--- config.mk ---
export PLATFORM = sky130hd
export DESIGN_NAME = uart_wb_arbiter
export DESIGN_NICKNAME = d
export VERILOG_FILES = /design/src/rtl/uart_pkg.sv /design/src/rtl/uart_wb_arbiter.sv
export SDC_FILE = /design/constraint.sdc
export NUM_CORES = 1
export LEC_CHECK = 0
export CAP_MARGIN = 25
export CELL_PAD_IN_SITES_DETAIL_PLACEMENT = 1
export CELL_PAD_IN_SITES_GLOBAL_PLACEMENT = 2
export CORE_UTILIZATION = 25
export DETAILED_ROUTE_END_ITERATION = 7
export GPL_TIMING_DRIVEN = 0
export PLACE_DENSITY = 0.73
export SLEW_MARGIN = 40
export SYNTH_ARGS = -nofsm -noshare
export SYNTH_HDL_FRONTEND = slang
export SYNTH_SLANG_ARGS = --single-unit
--- constraint.sdc ---
create_clock -name i_clk -period 3.09 [get_ports i_clk]
set_input_delay 0.4635 -clock i_clk [delete_from_list [all_inputs] [get_ports i_clk]]
set_output_delay 0.4635 -clock i_clk [all_outputs]
set_load 0.03 [all_outputs]
--- src/rtl/uart_pkg.sv ---
// Shared definitions for the UART register-block Wishbone arbiter.
//   t_arb_state : arbiter FSM states
//   C_M0, C_M1  : bit positions of the two masters in grant/request vectors
//   rr_pick2    : two-way round-robin pick, returns a one-hot grant
package uart_pkg;

    typedef enum logic [1:0] {
        ST_IDLE  = 2'd0,
        ST_ISSUE = 2'd1,
        ST_WAIT  = 2'd2,
        ST_DONE  = 2'd3
    } t_arb_state;

    localparam int C_M0 = 0;
    localparam int C_M1 = 1;

    // req[C_Mx] is master x's request; last = 1 means m1 owned the previous
    // transaction. On a tie the master that did not go last wins.
    function automatic logic [1:0] rr_pick2(input logic [1:0] req, input logic last);
        logic [1:0] grant;
        grant = 2'b00;
        case (req)
            2'b01:   grant = 2'b01;
            2'b10:   grant = 2'b10;
            2'b11:   grant = last ? 2'b01 : 2'b10;
            default: grant = 2'b00;
        endcase
        return grant;
    endfunction

endpackage

--- src/rtl/uart_wb_arbiter.sv ---
// Two-master arbiter in front of the single Wishbone slave port of the UART
// register block (addr 0 = TX data, addr 1 = RX data).
//   i_clk, i_rst_n            : clock, asynchronous active-low reset
//   i_mX_we/stb/addr/data     : master X request (X = 0 host, 1 loopback engine)
//   o_mX_data/ack/err         : read data, 1-cycle completion / timeout pulses
//   o_s_we/stb/addr/data      : slave request, stb is a single-cycle pulse
//   i_s_data, i_s_ack         : slave response
//   o_grant                   : one-hot owner, 0 while idle
//   o_busy                    : high whenever a transaction is in flight
// One transaction at a time, round-robin per transaction, no preemption.
// Every output is a register; the next state is decided combinationally.
module uart_wb_arbiter
    import uart_pkg::*;
#(
    parameter int G_WORD_WIDTH = 8,
    parameter int G_TIMEOUT    = 15
) (
    input  logic                    i_clk,
    input  logic                    i_rst_n,
    input  logic                    i_m0_we,
    input  logic                    i_m0_stb,
    input  logic                    i_m0_addr,
    input  logic [G_WORD_WIDTH-1:0] i_m0_data,
    output logic [G_WORD_WIDTH-1:0] o_m0_data,
    output logic                    o_m0_ack,
    output logic                    o_m0_err,
    input  logic                    i_m1_we,
    input  logic                    i_m1_stb,
    input  logic                    i_m1_addr,
    input  logic [G_WORD_WIDTH-1:0] i_m1_data,
    output logic [G_WORD_WIDTH-1:0] o_m1_data,
    output logic                    o_m1_ack,
    output logic                    o_m1_err,
    output logic                    o_s_we,
    output logic                    o_s_stb,
    output logic                    o_s_addr,
    output logic [G_WORD_WIDTH-1:0] o_s_data,
    input  logic [G_WORD_WIDTH-1:0] i_s_data,
    input  logic                    i_s_ack,
    output logic [1:0]              o_grant,
    output logic                    o_busy
);

    localparam int CW = $clog2(G_TIMEOUT + 1);

    t_arb_state    state_reg;
    t_arb_state    state_next;
    logic [CW-1:0] cnt_reg;
    logic          last_reg;
    logic [1:0]    pick;
    logic          timeout_hit;

    always_comb begin
        pick        = rr_pick2({i_m1_stb, i_m0_stb}, last_reg);
        timeout_hit = (cnt_reg == CW'(G_TIMEOUT - 1));
        state_next  = state_reg;
        case (state_reg)
            ST_IDLE:  if (pick != 2'b00) state_next = ST_ISSUE;
            ST_ISSUE: state_next = ST_WAIT;
            // An ack on the same edge the counter expires still completes normally.
            ST_WAIT:  if (i_s_ack || timeout_hit) state_next = ST_DONE;
            ST_DONE:  state_next = ST_IDLE;
            default:  state_next = ST_IDLE;
        endcase
    end

    always_ff @(posedge i_clk or negedge i_rst_n) begin
        if (!i_rst_n) begin
            state_reg <= ST_IDLE;
            cnt_reg   <= '0;
            last_reg  <= 1'b1;   // m0 wins the first tie
            o_m0_data <= '0;
            o_m0_ack  <= 1'b0;
            o_m0_err  <= 1'b0;
            o_m1_data <= '0;
            o_m1_ack  <= 1'b0;
            o_m1_err  <= 1'b0;
            o_s_we    <= 1'b0;
            o_s_stb   <= 1'b0;
            o_s_addr  <= 1'b0;
            o_s_data  <= '0;
            o_grant   <= 2'b00;
            o_busy    <= 1'b0;
        end else begin
            state_reg <= state_next;
            o_busy    <= (state_next != ST_IDLE);
            // Pulses default low; they are raised for exactly one cycle below.
            o_s_stb   <= 1'b0;
            o_m0_ack  <= 1'b0;
            o_m0_err  <= 1'b0;
            o_m1_ack  <= 1'b0;
            o_m1_err  <= 1'b0;
            case (state_reg)
                ST_IDLE: begin
                    if (pick != 2'b00) begin
                        o_grant  <= pick;
                        last_reg <= pick[C_M1];
                        o_s_stb  <= 1'b1;
                        // Owner request is captured once here and held to the end.
                        if (pick[C_M1]) begin
                            o_s_we   <= i_m1_we;
                            o_s_addr <= i_m1_addr;
                            o_s_data <= i_m1_data;
                        end else begin
                            o_s_we   <= i_m0_we;
                            o_s_addr <= i_m0_addr;
                            o_s_data <= i_m0_data;
                        end
                    end
                end
                ST_ISSUE: begin
                    cnt_reg <= '0;
                end
                ST_WAIT: begin
                    if (i_s_ack) begin
                        if (o_grant[C_M1]) begin
                            o_m1_data <= i_s_data;
                            o_m1_ack  <= 1'b1;
                        end else begin
                            o_m0_data <= i_s_data;
                            o_m0_ack  <= 1'b1;
                        end
                    end else if (timeout_hit) begin
                        if (o_grant[C_M1]) begin
                            o_m1_err <= 1'b1;
                        end else begin
                            o_m0_err <= 1'b1;
                        end
                    end else if (cnt_reg != '1) begin
                        cnt_reg <= cnt_reg + 1'b1;
                    end
                end
                ST_DONE: begin
                    o_grant <= 2'b00;
                end
                default: ;
            endcase
        end
    end

endmodule

### After elaboration in Yosys (flattened, before gate mapping)

Index checks and enable logic that the tools add are counted.

* bits in registers: 41
* bits of input ports: 33
* output and inout port bits: 34

* $add $sub $neg: 1
* eq/ne operators: 12
* mux-type cells: 28
* bitwise logic cells: 1
* reductions and logical operators: 11

Operators by type and width (number)
* 1-bit 2-to-1 mux: 16
* 4-bit 2-to-1 mux: 3
* 2-bit == test (second input constant): 4
* 2-bit 2-to-1 mux: 4
* 8-bit 2-to-1 mux: 1
* 2-bit != test (second input constant): 4
* 2-bit case mux with 4 select lines: 1
* 4-bit case mux with 2 select lines: 1
* 2-bit nonzero test: 4
* 2-bit case mux with 3 select lines: 1
* 3-bit AND reduction: 2
* 4-bit by 1-bit adder with 4-bit output (second input constant): 1
* 2-bit by 1-bit == test with 1-bit output (second input constant): 2
* 4-bit == test (second input constant): 1
* 4-bit != test (second input constant): 1
* 2-bit case mux with 2 select lines: 1
* 2-bit AND reduction: 2
* 4-bit AND reduction: 1
* 2-bit zero test: 1
* 1-bit logical OR: 1
* 1-bit inverter: 1

### Logic depth before layout (Yosys ltp)

* depth after elaboration: 6
* depth in mapped cells: 7
* gate-level depth less buffers: 5

### Worst setup path after synthesis

No wires, ideal clock.

* path type: reg2reg
* start: register state_reg[0]
* end: register cnt_reg[3]
* library setup time: 0.104 ns
* arrival: 1.359 ns
* data required time: 2.986 ns
* slack: 1.628 ns
* stages on the path, launching flop included: 6
* path through: dfrtp_1 inv_1 ha_1 buf_2 or4b_1 o311ai_1

* longest elaborated chain between the ends: 3

Ends and longest elaborated chain
* start, declared: RTL line uart_wb_arbiter.sv:46 `t_arb_state state_reg;`
* start signal, assigned: RTL line uart_wb_arbiter.sv:85 `state_reg <= state_next;`
* 2-bit == test / 2-bit by 1-bit == test with 1-bit output (equally long branches): RTL line uart_wb_arbiter.sv:93 `case (state_reg)`
* 2-bit != test (no source line) / 2-bit nonzero test (equally long branches)
* 4-bit AND reduction (no source line)
* end signal, assigned: RTL line uart_wb_arbiter.sv:130 `cnt_reg <= cnt_reg + 1'b1;`
* end, declared: RTL line uart_wb_arbiter.sv:48 `logic [CW-1:0] cnt_reg;`

Parallel ways exist; a longest one is shown, timed or not.
A chain may end at the register's enable or synchronous reset.

### Worst setup path after layout

* start: register o_grant[1]
* end: output port o_grant[1]

RTL lines
* start, declared: RTL line uart_wb_arbiter.sv:40 `output logic [1:0] o_grant,`
* start signal, assigned: RTL line uart_wb_arbiter.sv:96 `o_grant <= pick;`

No word-level cell between the ends.

==> flow_metrics.tcl <==
set metrics [dict create \
    clkTransAtPathRegs_ns 0.08 \
    grt_pass1_vias 1499 \
    fmax_mhz 502 \
    total_leakage_power_nw 1.17 \
    port_buffers 65 \
    ff2ff_setup_slack_ns 1.34 \
    cts_tree "built" \
    firstDrtPassIters 4 \
    peakVddDrop_mv 0.373 \
    rsz0062_at_grt "false" \
    die_area_mm2 0.00766 \
    cpMaxStageDelayCell "clkdlybuf4s50_1" \
    yosys-top-cells-area "dfrtp_1 (55%), mux2_1 (9.8%), mux2i_1 (6.6%), ha_1 (4.8%), o21ai_1 (3.0%)" \
    yosys.area.top_type_share_pct 54.7 \
    placementRows 30 \
    avgSynthCellArea_um2 12.4 \
    end_kind "output pin" \
    wl_per_cell_um 13.6 \
    cts-htree-levels 2 \
    viasPerCell 4.37 \
    hold_viol 0 \
    maxCapViolations 0 \
    path_class "reg2out" \
    hp-class "in2async" \
    netlist_instances 147 \
    grt_antenna_before_repair 0 \
    hold_buffers 0 \
    diodes 0 \
    ys_warn_count 0 \
    area_growth_pct 48.3 \
    finalCritPeriodShare_pct 64.4 \
    clk_latency_ns 0.29 \
    final_nets 259 \
    cp_slowest_stage_delay_ns 0.73 \
    r2r_end "o_s_addr" \
    drive_gt1_share_pct 9.55 \
    outcome "finished, final reports clean" \
    path_cells "clkdlybuf4s50_1" \
    rr_worst_depth 7 \
    syn_nets 187 \
    drtIter0Drc 40 \
    setup_viol 0 \
    cts_buffer_depth 2 \
    drv_slew 0 \
    period_needed_ns 1.99 \
    routed_wirelength_um 4290 \
    core_mm2 0.00694 \
    die_height_um 87.5 \
    start_util_pct 26.3 \
    tns_ns 0 \
    startpoint "o_grant[1]" \
    hpwl_um 3260 \
    netlist_area_mm2 0.00183 \
    power.density_mw_per_mm2 1010 \
    route.detailed.drc 0 \
    synth_top_area_cell "dfrtp_1" \
    cts_made_buffers 5 \
    clkSinkCount 41 \
    cts-root-buf "clkbuf_8" \
    fin_ws_ns 1.10 \
    worst-path-buf-inv 1 \
    grt_max_degree 42 \
    design.portCount 67 \
    crit_required_ns 2.63 \
    grtUsageTotal_pct 12.4 \
    grt.overflow.total 0 \
    place.gp.congestion 0.709 \
    final_antenna_net_count 0 \
    grt_pass1_wl_um 7260 \
    postCtsSetupRepairBufs 0 \
    crit-reg2reg-launch "state_reg[0]" \
    pre_cts_ws_ns 1.08 \
    crit_family "buffers and inverters" \
    vias 1380 \
    worstSetupStartpointType "register" \
    synth_cell_types 33 \
    slew_headroom_pct 64.6 \
    clock_skew_ns 0.00479 \
    cts_resized 0 \
    synth_seq_area_share_pct 56.2 \
    crit_path_max_fanout 6 \
    reg_top3 "o_m0_data: 8 flops, o_m1_data: 8 flops, o_s_data: 8 flops" \
    fill_cells 751 \
    ys_ff_latch 41 \
    worst_slew_pin_slew_ns 0.532 \
    arrival_ns 1.53 \
    chipWidth_um 87.5 \
]
==> per-stage QoR <==
| stage | utilization [%] | instances | hold slack [ns] | cell area, um^2 | total power [mW] |
|---|---|---|---|---|---|
| detailed placement | 37.4 | 308 | 0.481 | 2600 | 2.34 |
| floorplan | - | 147 | 0.168 | 1830 | 1.75 |
| global route | 39.1 | 316 | 0.173 | 2710 | 2.94 |
| global placement | 37.4 | 308 | 0.468 | 2600 | 2.32 |
| CTS | 39.1 | 316 | 0.156 | 2710 | 2.79 |
| finish | 39.1 | 316 | 0.144 | 2710 | 2.74 |
==> logic make-up (layout without fill, tap and decap cells) <==
logic type | count (synthesis) | after routing | share of synthesized area (%)
multiplexers | 28 | 28 | 16.4
buffers and inverters | 15 | 88 | 3.76
flip-flops | 41 | 41 | 56.2
adder cells (fa/ha/maj) | 7 | 7 | 4.79
AND/OR/NAND/NOR | 32 | 32 | 10.1
AO/OA/AOI/OAI | 24 | 24 | 8.82
==> synth_stat cells (all sizes together) <==
cell and n:
nand3 4, buf 5, a31oi 2, nand2 14
mux2i 12, nor2b 1, dfstp 1, or2 1
a211oi 1, nor3 3, nor4b 1, o221a 1
dfrtp 40, mux2 16, o21ai 12, inv 9
nand2b 3, nor2 2, ha 7, a21oi 1
or4b 1, o311ai 2, o32ai 2, o221ai 1
or3 1, clkbuf 1, o211a 1, a21boi 1
nand3b 1
==> worst max-delay path by stage <==
stage	endpoint	slack, ns	cells past startpoint
after global placement	o_busy	0.43	1
final	o_grant[1]	1.10	1
after floorplan	cnt_reg[3]	1.63	5
after global routing	o_grant[1]	1.03	1
after detailed placement	o_s_addr	1.08	5
after CTS	o_grant[1]	1.07	1
==> placed cells by master, fill, tap and decap left out, types with 3 or more instances in the layout <==
master	instances
ha_1	7
nand2b_1	3
clkbuf_8	5
dfrtp_1	40
o21ai_1	11
nor3_1	3
mux2i_1	12
inv_2	3
buf_2	4
inv_1	6
mux2_1	16
clkdlybuf4s50_1	64
nand2_1	14
==> worst reg2reg max path, stage by stage (launching register included) <==
cell and delay [ns]:
dfrtp_1 0.44, inv_1 0.11, ha_1 0.20, buf_2 0.17, o21ai_1 0.14, clkbuf_1 0.43
nand2_1 0.12, o21ai_1 0.09
==> per-layer routing <==
metal	share of wire, %	wire length, um	global-route usage [%]
met5	0	0	0
met4	1.3	57	4.47
met3	4.0	173	2.73
met2	49	2120	20.9
met1	45	1940	15.6
==> power breakdown <==
group	total, mW	leakage (nW)	switching [mW]	internal (mW)
logic	1.38	0.609	0.787	0.593
clock network	0.432	0.0543	0.190	0.242
registers	0.926	0.509	0.147	0.779
==> final cells by class <==
class | instances | area [um^2] | share of cell area [%]
plain buffers | 6 | 35.0 | 1.29
clock buffers | 5 | 68.8 | 2.54
clock inverters | 3 | 46.3 | 1.71
inverters | 9 | 33.8 | 1.25
multi-input cells | 91 | 733 | 27.0
flip-flops and latches | 41 | 1030 | 37.9
well taps | 96 | 120 | 4.43
repair buffers | 65 | 648 | 23.9
Note: power is estimated with default switching activity, not from simulation.
